**src/rtl/ctrl_pipe_chain.sv**
```systemverilog
// Purpose : in-order control-word pipeline of DEPTH stages with per-stage stall and flush.
// Latency : DEPTH cycles from In_Data to Out_Data when nothing is held or flushed.
// Backpres: a stall on stage i freezes every stage upstream of it; Ready_In drops while stage 0 is held or flushed.
//
// Ports:
//   Clk, Reset            rising-edge clock, synchronous active-high reset
//   In_Data/In_Valid      word entering stage 0 (In_Valid=0 means bubble)
//   Stall/Flush [DEPTH]   per-stage hold request / replace-with-bubble request
//   Ready_In              stage 0 takes In_Data on this edge
//   Stage_Data/Valid      registered contents of every stage, stage i at [i*WIDTH +: WIDTH]
//   Out_Data/Out_Valid    last stage
//   Occupancy             number of valid stages
module ctrl_pipe_chain #(
    parameter int               WIDTH     = 13,
    parameter int               DEPTH     = 3,
    parameter logic [WIDTH-1:0] CLEAR_VAL = '0
) (
    input  logic                         Clk,
    input  logic                         Reset,
    input  logic [WIDTH-1:0]             In_Data,
    input  logic                         In_Valid,
    input  logic [DEPTH-1:0]             Stall,
    input  logic [DEPTH-1:0]             Flush,
    output logic                         Ready_In,
    output logic [DEPTH*WIDTH-1:0]       Stage_Data,
    output logic [DEPTH-1:0]             Stage_Valid,
    output logic [WIDTH-1:0]             Out_Data,
    output logic                         Out_Valid,
    output logic [$clog2(DEPTH+1)-1:0]   Occupancy
);

    localparam int OCC_W = $clog2(DEPTH+1);

    logic [DEPTH-1:0] hold;
    logic [DEPTH-1:0] valid_q, valid_d;
    logic [WIDTH-1:0] data_q [DEPTH];
    logic [WIDTH-1:0] data_d [DEPTH];

    // A stage must hold if it or any stage downstream of it is stalled;
    // otherwise it would overwrite a word that cannot move on.
    always_comb begin
        hold            = '0;
        hold[DEPTH-1]   = Stall[DEPTH-1];
        for (int i = DEPTH - 2; i >= 0; i--) begin
            hold[i] = Stall[i] | hold[i+1];
        end
    end

    assign Ready_In = ~hold[0] & ~Flush[0];

    always_comb begin
        for (int i = 0; i < DEPTH; i++) begin
            int  p;
            logic prev_hold;
            // p is only meaningful for i>0; clamped so stage 0 never indexes below the array.
            p         = (i > 0) ? i - 1 : 0;
            prev_hold = (i > 0) ? hold[p] : 1'b0;

            valid_d[i] = valid_q[i];
            data_d[i]  = data_q[i];
            if (Flush[i]) begin
                valid_d[i] = 1'b0;
                data_d[i]  = CLEAR_VAL;
            end else if (hold[i]) begin
                valid_d[i] = valid_q[i];
                data_d[i]  = data_q[i];
            end else if (i == 0) begin
                // Bubbles always carry CLEAR_VAL, whatever In_Data holds.
                valid_d[i] = In_Valid;
                data_d[i]  = In_Valid ? In_Data : CLEAR_VAL;
            end else if (prev_hold) begin
                // Upstream is frozen: insert a bubble so the held word is not duplicated.
                valid_d[i] = 1'b0;
                data_d[i]  = CLEAR_VAL;
            end else begin
                valid_d[i] = valid_q[p];
                data_d[i]  = data_q[p];
            end
        end
    end

    always_ff @(posedge Clk) begin
        if (Reset) begin
            valid_q <= '0;
            for (int i = 0; i < DEPTH; i++) begin
                data_q[i] <= CLEAR_VAL;
            end
        end else begin
            valid_q <= valid_d;
            data_q  <= data_d;
        end
    end

    always_comb begin
        Stage_Data = '0;
        Occupancy  = '0;
        for (int i = 0; i < DEPTH; i++) begin
            Stage_Data[i*WIDTH +: WIDTH] = data_q[i];
            Occupancy = Occupancy + OCC_W'(valid_q[i]);
        end
    end

    assign Stage_Valid = valid_q;
    assign Out_Data    = data_q[DEPTH-1];
    assign Out_Valid   = valid_q[DEPTH-1];

endmodule

```
**config.mk**
```make
export PLATFORM = sky130hd
export DESIGN_NAME = ctrl_pipe_chain
export DESIGN_NICKNAME = d
export VERILOG_FILES = /design/src/rtl/ctrl_pipe_chain.sv
export SDC_FILE = /design/constraint.sdc
export NUM_CORES = 1
export LEC_CHECK = 0
export CAP_MARGIN = 20
export CORE_ASPECT_RATIO = 0.9
export CORE_MARGIN = 5
export CORE_UTILIZATION = 48
export CTS_BUF_LIST = sky130_fd_sc_hd__clkbuf_8
export DETAILED_ROUTE_END_ITERATION = 8
export PLACE_DENSITY = 0.95
export SYNTH_ARGS = -nofsm -noshare
export SYNTH_HDL_FRONTEND = slang
export SYNTH_SLANG_ARGS = --single-unit
```
**constraint.sdc**
```tcl
create_clock -name Clk -period 3.8 [get_ports Clk]
set_clock_uncertainty 0.15 [all_clocks]
set_input_delay 0.95 -clock Clk [delete_from_list [all_inputs] [get_ports Clk]]
set_output_delay 0.95 -clock Clk [all_outputs]
set_load 0.03 [all_outputs]
```
Yosys cells after proc, flatten, opt, wreduce, memory -nomap -nowiden
Index checks and enable logic that the tools add are counted.
{"block": "totals", "regBits": 42, "inputBits": 22, "out_inout_bits": 59, "wordCells": 21}
{"block": "classes", "n_addsub": 2, "n_mux": 5, "bitwise": 5, "reduce_logical": 3}
{"operator": "2-to-1 mux 13 bit", "count": 3}
{"operator": "OR reduction 2 bit", "count": 3}
{"operator": "adder 1 x 1 -> 2 bit", "count": 1}
{"operator": "adder 2 x 1 -> 2 bit", "count": 1}
{"operator": "2-to-1 mux 1 bit", "count": 2}
{"operator": "NOT 1 bit", "count": 2}
{"operator": "OR 1 bit", "count": 2}
{"operator": "AND 1 bit", "count": 1}

Longest topological paths before layout
{"block": "logic_depth", "ltp_word": 4, "mapped_depth": 5, "mapped_depth_nobuf": 2}

Least setup slack after synthesis
Ideal clock, no wire load.
{"block": "synth_path", "kind": "input to output", "from": "input port Stall[2]", "to": "output port Ready_In", "arrival_ns": 2.271, "required_time_ns": 2.700, "slack_ns": 0.429, "cell_stages": 3, "n_path_buf": 2, "path_cell_list": "clkbuf_1 > buf_2 > nor4_1"}
{"block": "synth_via", "elab_chain_cells": 4}
{"element": "start, declared", "line": "22", "text": "input logic [DEPTH-1:0] Stall,"}
{"element": "OR 1 bit (2 in a row)", "line": "45", "text": "hold[i] = Stall[i] | hold[i+1];"}
{"element": "NOT 1 bit", "line": "49", "text": "assign Ready_In = ~hold[0] & ~Flush[0];"}
{"element": "AND 1 bit", "line": "49"}
{"element": "end, declared", "line": "24", "text": "output logic Ready_In,"}
Every way passes these cells.

Worst setup path after layout
{"block": "layout_path", "from": "input port Stall[1]", "to": "output port Ready_In"}
The elaborated chain is that of the path after synthesis.

==> impl_results.md <==
- Status: complete, no violations
- Die height: slightly above 70 um
- Die Area: 5663 um^2
- Largest net degree at the start of global routing: 60
- Met3 GRT Util: 6.079%
- Num ports: 81
- Gr busiest metal: met2
- Final Hold Vio Count: 0
- DRT antenna net count: 0
- Total track usage: between 10% and 20%
- Non-Filler Instances: roughly 310
- Via count: approximately 1,700
- Max-cap violations: 0
- Worst path cell trace: clkdlybuf4s50_1, nor4_1, buf_4
- Cell variety after synth: 22
- Initial antenna violation count: 0
- Fillers: 321
- Starting DRT DRC Count: 50
- Top delay family on crit path: buffers and inverters
- Level count of the clock H-tree: 2
- DP Cell Count: 307
- Worst Setup Path Type: in2out
- Hold Path Class: reg2reg
- Routed wire length: 4.560 mm
- Crit-path max cell delay: about 0.45 ns
- DPL Wire Length: approximately 3.4 mm
- Nets: between 200 and 300
- Register area share after synthesis: 41.15%
- Syn nets: 234
- Routed vias/inst: 5.419
- CTS Hold Bufs: 0
- DRC errors left: 0
- WP data arrival: 1.98 ns
- Post-Syn Instances: about 210
- PD cells: 284.3 nW/um^2
- Worst-path fanout max: 2
- Worst ir drop on vdd: 0.1992 mV
- Cell at the slowest stage of the critical path: clkdlybuf4s50_1
- Wire length per cell: approximately 15 um
- Clock root cell: clkbuf_8
- CTS resizes: 0
- CTS Buf Count: 5
- Unrepaired setup endpoints after global routing: no
- Met2 Use GR: 26.20%
- Clock transition at path regs: 0.07 ns
- Core ar.: 4101 um^2
- Netlist Area Pre-Place: 2043 um^2
- Layout cells sized above 1: 10.19%
- Tightest Pin Transition: 0.6648 ns
- Clock sink total: 42
- Most frequent cells in the layout: clkdlybuf4s50_1 (78), dfxtp_1 (42), a21oi_1 (28)
- Post-CTS Setup Inserts: 0
- Number of synthesized register bits: 42
- Max Root-Sink Buffers: 2
- Initial Util: 49.82%
- Final instance area: between 2000 and 3000 um^2
- # diodes: 0
- Fin crit period: about 3.1 ns
- CTS tree: done
- # rows: 22
- Fmax: approximately 320 MHz
- First-pass GRT wire length: 7.203 mm
- Final setup vio count: 0
- Area growth, synth to finish: 36.80%
- Global Route met1 Usage: approximately a fifth
- Relative slew slack: 55.54%
- Total congestion overflow: 0
- GP Congestion: 0.7245
- Max-slew violation count: 0
- CP required: 2.70 ns
- Worst-Skew Late Latency: 0.28 ns
- Placement Cell Area: 2713 um^2
- Ys Warns: 0
- Drt first pass iters: 4
- Fin crit share: 81.16%
- Number of port buffers: 80
- Register-to-register setup slack: roughly 2.6 ns
- Die X: 78.77 um
- Post-synthesis average cell area: 9.683 um^2
- FF/Latch Area: approximately 840 um^2
- Vias in the first global route: around 1,500
- CP Launch Type: input port
- Critical Path End Type: output pin
- Area occupied by multi-input gates: about 970 um^2
- Buf/Inv on CP: 2
- Post-route setup TNS: 0 ns
- Most common cell after layout, fill and taps aside: clkdlybuf4s50_1
- Leak: 0.0008923 uW
metal layers:
| layer | share of wire (%) | wire (um) |
|---|---|---|
| met5 | 0 | 0 |
| met4 | 1.2 | 54 |
| met3 | 8.8 | 401 |
| met2 | 47 | 2139 |
| met1 | 43 | 1964 |
worst min-delay path, cell delays in order (launching register included):
cell and delay (ns):
dfxtp_1 0.32, nand2_1 0.05, a21oi_1 0.05
final cells by class:
cell class              count  share of cell area (%)
multi-input cells         131                   34.83
clock buffers               6                   2.954
well taps                  48                   2.149
flip-flops and latches     42                   30.08
repair buffers             86                   29.99
where the power goes:
part	internal [uW]	total [uW]	leakage, uW	switching [uW]
Sequential	441	442	0.000338	1.05
Clock	140	278	0.0000431	138
Combinational	34.7	74.3	0.000511	39.6
cell families after synthesis:
group / count (synthesis) / synth area share (%)
adder cells (fa/ha/maj): 1 / 0.9798
flip-flops: 42 / 41.15
buffers and inverters: 38 / 11.21
AND/OR/NAND/NOR: 73 / 28.47
AO/OA/AOI/OAI: 44 / 11.02
multiplexers: 13 / 7.165
Yosys cell counts (all sizes together):
library cell / number / area [um^2]
or2: 2 / 12.51
fa: 1 / 20.02
a21oi: 28 / 140.1
mux2: 13 / 146.4
o21ai: 14 / 70.07
nor3b: 13 / 97.59
o31ai: 1 / 7.510
buf: 27 / 186.4
a211oi: 1 / 7.510
nor4: 1 / 6.260
or3b: 14 / 122.6
nor3: 1 / 10.01
nor4bb: 13 / 130.1
or4b: 15 / 150.1
dfxtp: 42 / 840.8
nand2: 14 / 52.55
clkbuf: 11 / 42.54
worst paths after layout:
path / start / end / depth (start not counted)
worst min register to register: Out_Data[12] / Out_Data[12] / 2
worst min-delay path: Out_Data[12] / Out_Data[12] / 2
worst max register to register: Stage_Valid[0] / Stage_Valid[1] / 2
worst max-delay path: Stall[1] / Ready_In / 3
flip-flops by register name, summed over array words and instances (netlist names):
name,flops
Out_Data,13
Stage_Data,26
Stage_Valid,3
per-stage QoR:
step	hold WS (ns)	power, uW	setup WS, ns	utilization (%)
finish	0.3192	794.6	0.7159	68.15
global route	0.3382	821.0	0.6574	68.15
CTS	0.3201	801.8	0.6599	68.15
detailed placement	0.3102	527.1	0.6588	66.14
global placement	0.3079	526.4	0.6699	66.14
floorplan	0.4408	497.3	0.4285	-
(Power assumes the default switching activity.)
